<file path="config.mk">
export PLATFORM = sky130hd
export DESIGN_NAME = q2_mem_arb
export DESIGN_NICKNAME = d
export VERILOG_FILES = /design/src/rtl/q2_pkg.sv /design/src/rtl/q2_rr_arb2.sv /design/src/rtl/q2_mem_arb.sv
export SDC_FILE = /design/constraint.sdc
export NUM_CORES = 1
export LEC_CHECK = 0
export ABC_CLOCK_PERIOD_IN_PS = 2300
export BUFFER_PORTS_ARGS = -buffer_cell sky130_fd_sc_hd__buf_4
export CORE_ASPECT_RATIO = 1.2
export CORE_MARGIN = 1.5
export CORE_UTILIZATION = 47
export CTS_CLUSTER_DIAMETER = 120
export DETAILED_ROUTE_END_ITERATION = 8
export PLACE_DENSITY = 0.79
export SLEW_MARGIN = 10
export SYNTH_ARGS = -nofsm -noshare
export SYNTH_HDL_FRONTEND = slang
export SYNTH_SLANG_ARGS = --single-unit
</file>
<file path="constraint.sdc">
create_clock -name clk -period 2.3 [get_ports clk]
set_input_delay 0.46 -clock clk [delete_from_list [all_inputs] [get_ports clk]]
set_output_delay 0.46 -clock clk [all_outputs]
set_load 0.03 [all_outputs]
</file>
<file path="src/rtl/q2_pkg.sv">
// Shared constants and types for the q2 memory arbiter: bus width, default
// output-port address and the access FSM state encoding.
package q2_pkg;

    localparam int BUS_W = 12;
    localparam int CNT_W = 4;

    localparam logic [BUS_W-1:0] DEFAULT_OUT_ADDR = 12'hFFF;

    typedef enum logic [1:0] {
        IDLE   = 2'd0,
        SETUP  = 2'd1,
        STROBE = 2'd2,
        HOLD   = 2'd3
    } state_t;

endpackage

</file>
<file path="src/rtl/q2_rr_arb2.sv">
// Two-way round-robin arbiter between the CPU and console ports; the
// last-grant flop resets to CPU so the console wins the first tie.
module q2_rr_arb2 (
    input  logic clk,
    input  logic rst_n,
    input  logic req_cpu,
    input  logic req_con,
    input  logic accept,
    output logic gnt_valid,
    output logic gnt_con
);

    logic last_con;

    always_comb begin
        gnt_valid = req_cpu | req_con;
        gnt_con   = req_con & (~req_cpu | ~last_con);
    end

    always_ff @(posedge clk or negedge rst_n) begin
        if (!rst_n) begin
            last_con <= 1'b0;
        end else if (accept) begin
            last_con <= gnt_con;
        end
    end

endmodule

</file>
<file path="src/rtl/q2_mem_arb.sv">
// Shared-RAM arbiter for CPU and console ports: SETUP / STROBE / HOLD bus
// cycle with a programmable strobe width and a memory-mapped output port.
//
//   state  | meaning
//   IDLE   | waiting for a request, arbitrates and latches the winner
//   SETUP  | address (and write data) driven, no strobe
//   STROBE | wrm or rdm asserted for WAIT_CYCLES clocks, read data sampled last cycle
//   HOLD   | strobes low, bus held, winner acked, output port updated
module q2_mem_arb
    import q2_pkg::*;
#(
    parameter int               WAIT_CYCLES = 1,
    parameter logic [BUS_W-1:0] OUT_ADDR    = DEFAULT_OUT_ADDR
) (
    input  logic             clk,
    input  logic             rst,

    input  logic             cpu_req,
    input  logic             cpu_we,
    input  logic [BUS_W-1:0] cpu_addr,
    input  logic [BUS_W-1:0] cpu_wdata,
    output logic             cpu_ack,
    output logic [BUS_W-1:0] cpu_rdata,

    input  logic             con_req,
    input  logic             con_we,
    input  logic [BUS_W-1:0] con_addr,
    input  logic [BUS_W-1:0] con_wdata,
    output logic             con_ack,
    output logic [BUS_W-1:0] con_rdata,

    output logic [BUS_W-1:0] abus,
    output logic [BUS_W-1:0] dbus_out,
    output logic             dbus_oe,
    input  logic [BUS_W-1:0] dbus_in,
    output logic             wrm,
    output logic             rdm,

    output logic [BUS_W-1:0] out_data,
    output logic             out_valid
);

    localparam logic [CNT_W-1:0] WAIT_M1 = CNT_W'(WAIT_CYCLES - 1);

    state_t           state;
    state_t           state_nxt;
    logic             rst_q;
    logic             rst_n_int;
    logic             gnt_valid;
    logic             gnt_con;
    logic             accept;
    logic             lat_con;
    logic             lat_we;
    logic [BUS_W-1:0] lat_addr;
    logic [BUS_W-1:0] lat_wdata;
    logic [CNT_W-1:0] cnt;
    logic             strobe_last;
    logic             is_out;

    // Assertion is immediate; release takes one clk so the first arbitration
    // lands on the second rising edge after rst goes high.
    always_ff @(posedge clk or negedge rst) begin
        if (!rst) begin
            rst_q <= 1'b0;
        end else begin
            rst_q <= 1'b1;
        end
    end

    assign rst_n_int = rst_q;

    q2_rr_arb2 u_rr_arb2 (
        .clk       (clk),
        .rst_n     (rst_n_int),
        .req_cpu   (cpu_req),
        .req_con   (con_req),
        .accept    (accept),
        .gnt_valid (gnt_valid),
        .gnt_con   (gnt_con)
    );

    assign accept      = (state == IDLE) && gnt_valid;
    assign strobe_last = (state == STROBE) && (cnt == '0);
    assign is_out      = (lat_addr == OUT_ADDR);

    always_ff @(posedge clk or negedge rst_n_int) begin
        if (!rst_n_int) begin
            state <= IDLE;
        end else begin
            state <= state_nxt;
        end
    end

    always_comb begin
        state_nxt = state;
        case (state)
            IDLE:    if (gnt_valid) state_nxt = SETUP;
            SETUP:   state_nxt = STROBE;
            STROBE:  if (cnt == '0) state_nxt = HOLD;
            HOLD:    state_nxt = IDLE;
            default: state_nxt = IDLE;
        endcase
    end

    always_comb begin
        wrm       = 1'b0;
        rdm       = 1'b0;
        dbus_oe   = 1'b0;
        cpu_ack   = 1'b0;
        con_ack   = 1'b0;
        out_valid = 1'b0;
        case (state)
            SETUP: begin
                dbus_oe = lat_we;
            end
            STROBE: begin
                dbus_oe = lat_we;
                wrm     = lat_we;
                rdm     = ~lat_we;
            end
            HOLD: begin
                dbus_oe   = lat_we;
                cpu_ack   = ~lat_con;
                con_ack   = lat_con;
                out_valid = lat_we & is_out;
            end
            default: ;
        endcase
    end

    assign abus     = lat_addr;
    assign dbus_out = lat_wdata;

    always_ff @(posedge clk or negedge rst_n_int) begin
        if (!rst_n_int) begin
            lat_con   <= 1'b0;
            lat_we    <= 1'b0;
            lat_addr  <= '0;
            lat_wdata <= '0;
        end else if (accept) begin
            lat_con   <= gnt_con;
            lat_we    <= gnt_con ? con_we    : cpu_we;
            lat_addr  <= gnt_con ? con_addr  : cpu_addr;
            lat_wdata <= gnt_con ? con_wdata : cpu_wdata;
        end
    end

    // Strobe timer: loaded on SETUP exit, counts down to zero and stops.
    always_ff @(posedge clk or negedge rst_n_int) begin
        if (!rst_n_int) begin
            cnt <= '0;
        end else if (state == SETUP) begin
            cnt <= WAIT_M1;
        end else if ((state == STROBE) && (cnt != '0)) begin
            cnt <= cnt - 4'd1;
        end
    end

    always_ff @(posedge clk or negedge rst_n_int) begin
        if (!rst_n_int) begin
            cpu_rdata <= '0;
            con_rdata <= '0;
        end else if (strobe_last && !lat_we) begin
            if (lat_con) begin
                con_rdata <= dbus_in;
            end else begin
                cpu_rdata <= dbus_in;
            end
        end
    end

    // Loaded on entry to HOLD so out_data is already valid alongside out_valid.
    always_ff @(posedge clk or negedge rst_n_int) begin
        if (!rst_n_int) begin
            out_data <= '0;
        end else if (strobe_last && lat_we && is_out) begin
            out_data <= lat_wdata;
        end
    end

endmodule

</file>
## Word level (Yosys, flattened, before mapping)

Cells that the tools add are included.
W data, S select, Z words.

- Bitwise logic cells: 7
- Equality and inequality tests: 6
- Reductions and logical operators: 15
- Multiplexer cells: 14
- Add/sub/neg operators: 1

Operators by type and width:

| kind | count |
|---|---|
| $mux W12 | 2 |
| $eq A12 B12 Y1 const B | 1 |
| $mux W4 | 2 |
| $pmux W2 S4 | 1 |
| $mux W1 | 7 |
| $logic_and A1 B1 Y1 | 6 |
| $reduce_and A2 Y1 | 3 |
| $eq A2 B2 Y1 const B | 2 |
| $logic_not A4 Y1 | 1 |
| $mux W2 | 2 |
| $ne A2 B2 Y1 const B | 2 |
| $reduce_bool A4 Y1 | 1 |
| $sub A4 B1 Y4 const B | 1 |
| $not A1 Y1 | 3 |
| $reduce_or A3 Y1 | 1 |
| $and A1 B1 Y1 | 2 |
| $eq A2 B1 Y1 const B | 1 |
| $logic_not A2 Y1 | 1 |
| $or A1 B1 Y1 | 2 |
| $reduce_bool A2 Y1 | 1 |
| $logic_not A1 Y1 | 1 |

- Logic and storage cells: 53
- Output and inout bits: 66
- Flip-flop bits (word level): 69
- Input bits: 66

## Logic depth before layout (Yosys ltp)

- Depth after elaboration: 4
- Mapped depth: 7
- Mapped depth without buffers: 6

## Hierarchy

From an unflattened synthesis, not the netlist that was laid out.

- Cell total of the unflattened synthesis: 244
- Area, all modules: 3119.2 um^2

Modules (own cells, without submodules):

| module | area an instance (um^2) | instances | seq. area each (um^2) | cells an instance |
|---|---|---|---|---|
| q2_mem_arb | 3061.7 | 1 | 1726.7 | 240 |
| q2_rr_arb2 | 57.6 | 1 | 25.0 | 4 |

## Least setup slack after synthesis

Ideal clock, no wire load.

- Path type: reg2reg
- Start: register state[0]
- End: register cpu_rdata[10]
- Stages on the path, launching flop included: 7
- Period minus slack after synthesis: 1.795 ns
- Library setup time: 0.125 ns
- Data arrival time: 1.670 ns
- Required time: 2.175 ns
- Path slack: 0.505 ns
- Buffers on the path: 1
- Cell sequence: dfrtp_1 inv_1 ha_1 nand2b_2 nor4_4 buf_4 mux2_2

- Longest elaborated chain between the ends: 4

Ends and longest elaborated chain:

| item | RTL line | source |
|---|---|---|
| start: declaration | q2_mem_arb.sv:45 | `state_t state;` |
| start signal: assignment | q2_mem_arb.sv:90 | `state <= state_nxt;` |
| $eq A2 B2 Y1 | q2_mem_arb.sv:83 | `assign strobe_last = (state == STROBE) && (cnt == '0);` |
| $logic_and A1 B1 Y1 | q2_mem_arb.sv:83 |  |
| $logic_and A1 B1 Y1 | q2_mem_arb.sv:163 | `end else if (strobe_last && !lat_we) begin` |
| $reduce_and A2 Y1 (no source line) | -- |  |
| end signal: assignment | q2_mem_arb.sv:167 | `cpu_rdata <= dbus_in;` |
| end: declaration | q2_mem_arb.sv:23 | `output logic [BUS_W-1:0] cpu_rdata,` |

Every way passes these cells.
A chain may end at the register's enable or synchronous reset.

## Worst setup path in the final report

- Start: register state[0]
- End: register con_rdata[0]

- Longest elaborated chain between the ends: 4

Ends and longest elaborated chain:

| item | RTL line | source |
|---|---|---|
| $eq A2 B2 Y1 | q2_mem_arb.sv:83 |  |
| $logic_and A1 B1 Y1 | q2_mem_arb.sv:83 |  |
| $logic_and A1 B1 Y1 | q2_mem_arb.sv:163 |  |
| $reduce_and A2 Y1 (no source line) | -- |  |
| end signal: assignment | q2_mem_arb.sv:165 | `con_rdata <= dbus_in;` |
| end: declaration | q2_mem_arb.sv:30 | `output logic [BUS_W-1:0] con_rdata,` |

Every way passes these cells.

==> results.sh <==
export IMPL_status="completed"
export IMPL_die_width_um=76.7
export IMPL_post_route_util=0.690
export IMPL_fin_tns_setup_ps=0
export IMPL_cp_arrival_ps=2260
export IMPL_syn_area_um2=3070
export IMPL_worstSetupStartpointType="flip-flop"
export IMPL_switching_share=0.420
export IMPL_area_growth_pct=43.3
export IMPL_synth_seq_cells=69
export IMPL_p_leak_nw=2.23
export IMPL_core_area_um2=6370
export IMPL_grt_pass1_wl_um=10600
export IMPL_intPower_mw=3.47
export IMPL_min_path_type="flip-flop to async pin"
export IMPL_yosysTopAreaCellShare=0.563
export IMPL_grt_usage=0.193
export IMPL_io_buffers=131
export IMPL_ys_flop_type="dfrtp_1"
export IMPL_diodes=0
export IMPL_dp_cells=453
export IMPL_slowest_stage="mux2_1"
export IMPL_finish_instance_area_um2=4390
export IMPL_synth_area_leaders="dfrtp_1 (56%), mux2_2 (8.8%), mux2i_1 (8.2%)"
export IMPL_seqPwrFrac=0.343
export IMPL_cts_buffers=9
export IMPL_pwr_share_clk=0.180
export IMPL_finalClockSkew_ps=9.98
export IMPL_finalCritPeriodShare=0.890
export IMPL_htree_levels=3
export IMPL_final_cell_mix="buf_4 (135), dfrtp_1 (68), nand2_1 (30)"
export IMPL_die_y_um=91.5
export IMPL_start_util=0.482
export IMPL_tightest_slew_ps=544
export IMPL_combPwrFrac=0.477
export IMPL_dieArea_um2=7020
export IMPL_finalHoldViolCount=0
export IMPL_first_global_vias=2304
export IMPL_yosysSeqAreaShare=0.563
export IMPL_final_cells=470
export IMPL_vias=2305
export IMPL_cts_setup_buffers=0
export IMPL_yosys_warnings=0
export IMPL_crit_family="simple AND/OR/NAND/NOR gates"
export IMPL_grt_max_degree=45
export IMPL_cp_end_kind="flip-flop"
export IMPL_drt_iter0_markers=73
export IMPL_grt_antenna_before_repair=0
export IMPL_drv_slew=0
export IMPL_wl_um=6570
export IMPL_final_common_cell="buf_4"
export IMPL_ir_drop_mv=0.759
export IMPL_setup_viol=0
export IMPL_powerDensity_nw_per_um2=1360
export IMPL_place_congestion=0.797
export IMPL_dpl_hpwl_um=5010
export IMPL_wl_per_cell_um=14.0
export IMPL_dr_pass1_iters=4
export IMPL_io_pins=132
export IMPL_cts_tree="built"
export IMPL_rsz0062_at_grt="false"
export IMPL_fmaxAchievable_ghz=0.488
export IMPL_p_sw_mw=2.52
export IMPL_cap_violations=0
export IMPL_path_cells="inv_1, ha_1, nand2b_2, nor3_2, nand2_1, mux2_1"
export IMPL_cts_max_path_buffers=2
export IMPL_fin_total_pwr_mw=5.99
export IMPL_nNetsFinal=452
export IMPL_min_period_ps=2050
export IMPL_critical_path_buf_inv_count=1
export IMPL_drive_above_1_share=0.509
export IMPL_path_class="flip-flop to flip-flop"
export IMPL_max_stage_delay_ps=430
export IMPL_root_buffer="clkbuf_8"
export IMPL_insertion_delay_ps=340
export IMPL_drc=0
export IMPL_required_ps=2510
export IMPL_cp_max_fo=12
export IMPL_path_clk_slew_ps=80
export IMPL_syn_nets=315
export IMPL_vias_per_cell=4.90
export IMPL_grt_remaining_overflow=0
export IMPL_cts_sinks=69
export IMPL_synth_edf_count=0
export IMPL_synth_cells=243
export IMPL_synth_cell_types=36
export IMPL_synthArstFlopShare=1.00
export IMPL_rows=32
export IMPL_ant_nets=0
export IMPL_synth_area_per_cell_um2=12.6
export IMPL_synth_largest_area_cell="dfrtp_1"
export IMPL_place_area_um2=4160
export IMPL_slew_limit_headroom=0.637
-- metrics by stage --
step | worst slack [ps] | hold slack, ps
floorplan | 206 | 164
global placement | 326 | 235
detailed placement | 255 | 236
CTS | 236 | 279
global route | 81.0 | 310
finish | 252 | 256
-- synth_stat cells (2+ instances only) --
| cell type | number |
|---|---|
| nor2b_1 | 2 |
| buf_6 | 2 |
| xor2_1 | 2 |
| o21ai_0 | 26 |
| mux2_2 | 24 |
| and2_1 | 3 |
| nand3_1 | 3 |
| dfrtp_1 | 69 |
| clkbuf_1 | 5 |
| nor2_1 | 5 |
| mux2_1 | 2 |
| a21oi_1 | 2 |
| buf_4 | 3 |
| nand2_1 | 30 |
| ha_1 | 6 |
| mux2_4 | 10 |
| mux2i_1 | 25 |
| inv_1 | 5 |
| nand4_1 | 2 |
-- timing repair --
item | CTS | global route
gates resized for setup | 0 | 0
endpoints found under the setup margin | 0 | 0
hold endpoints to repair | 1 | 0
hold buffers | 1 | 0
-- state kept, by name, summed over array words and instances, names as in the netlist --
| signal | count |
|---|---|
| abus | 12 |
| con_rdata | 12 |
| cpu_rdata | 12 |
| dbus_out | 12 |
| out_data | 12 |
| cnt | 4 |
| state | 2 |
| lat_we | 1 |
| rst_n_int | 1 |
| u_rr_arb2.last_con | 1 |
-- layer usage --
layer	up-vias	GRT usage	share of wire
met3	13	0.0573	0.080
met4	0	0.0787	0.019
li1	1113	-	-
met5	-	0	0
met1	1077	0.240	0.43
met2	102	0.312	0.47
-- cell families after synthesis --
logic type | share of synthesized area
buffers and inverters | 0.0286
adder cells (fa/ha/maj) | 0.0245
other | 0.00122
AO/OA/AOI/OAI | 0.0571
flip-flops | 0.563
multiplexers | 0.226
XOR/XNOR | 0.00857
AND/OR/NAND/NOR | 0.0910
-- final timing paths --
path	from	endpoint	slack, ps	cells after the start
max	state[0]	con_rdata[0]	250	6
min	rst_n_int	con_rdata[6]	260	0
max reg2reg	state[0]	con_rdata[0]	250	6
min reg2reg	rst_n_int	con_rdata[6]	260	0
max in group asynchronous	rst_n_int	cnt[3]	1410	1
min in group clk	dbus_in[7]	con_rdata[7]	350	2
-- power by group through the flow --
| stage | sequential [mW] | clock, mW | combinational (mW) |
|---|---|---|---|
| 3_3_place_gp | 2.05 | 0 | 2.83 |
| 6_report | 2.06 | 1.08 | 2.86 |
| 2_1_floorplan | 2.85 | 0 | 1.00 |
| 3_5_place_dp | 2.08 | 0 | 2.88 |
| 5_1_grt | 2.13 | 1.16 | 3.05 |
| 4_1_cts | 2.06 | 1.10 | 2.88 |
-- area by class of cell --
cell class	instances	area [um^2]
clock inverter	7	98.8
sequential	69	1730
inverter	5	18.8
timing repair buffer	137	1040
tap	85	106
fill	489	1970
clock buffer	9	124
multi-input combinational	158	1270
Note: power is estimated with default switching activity, not from simulation.
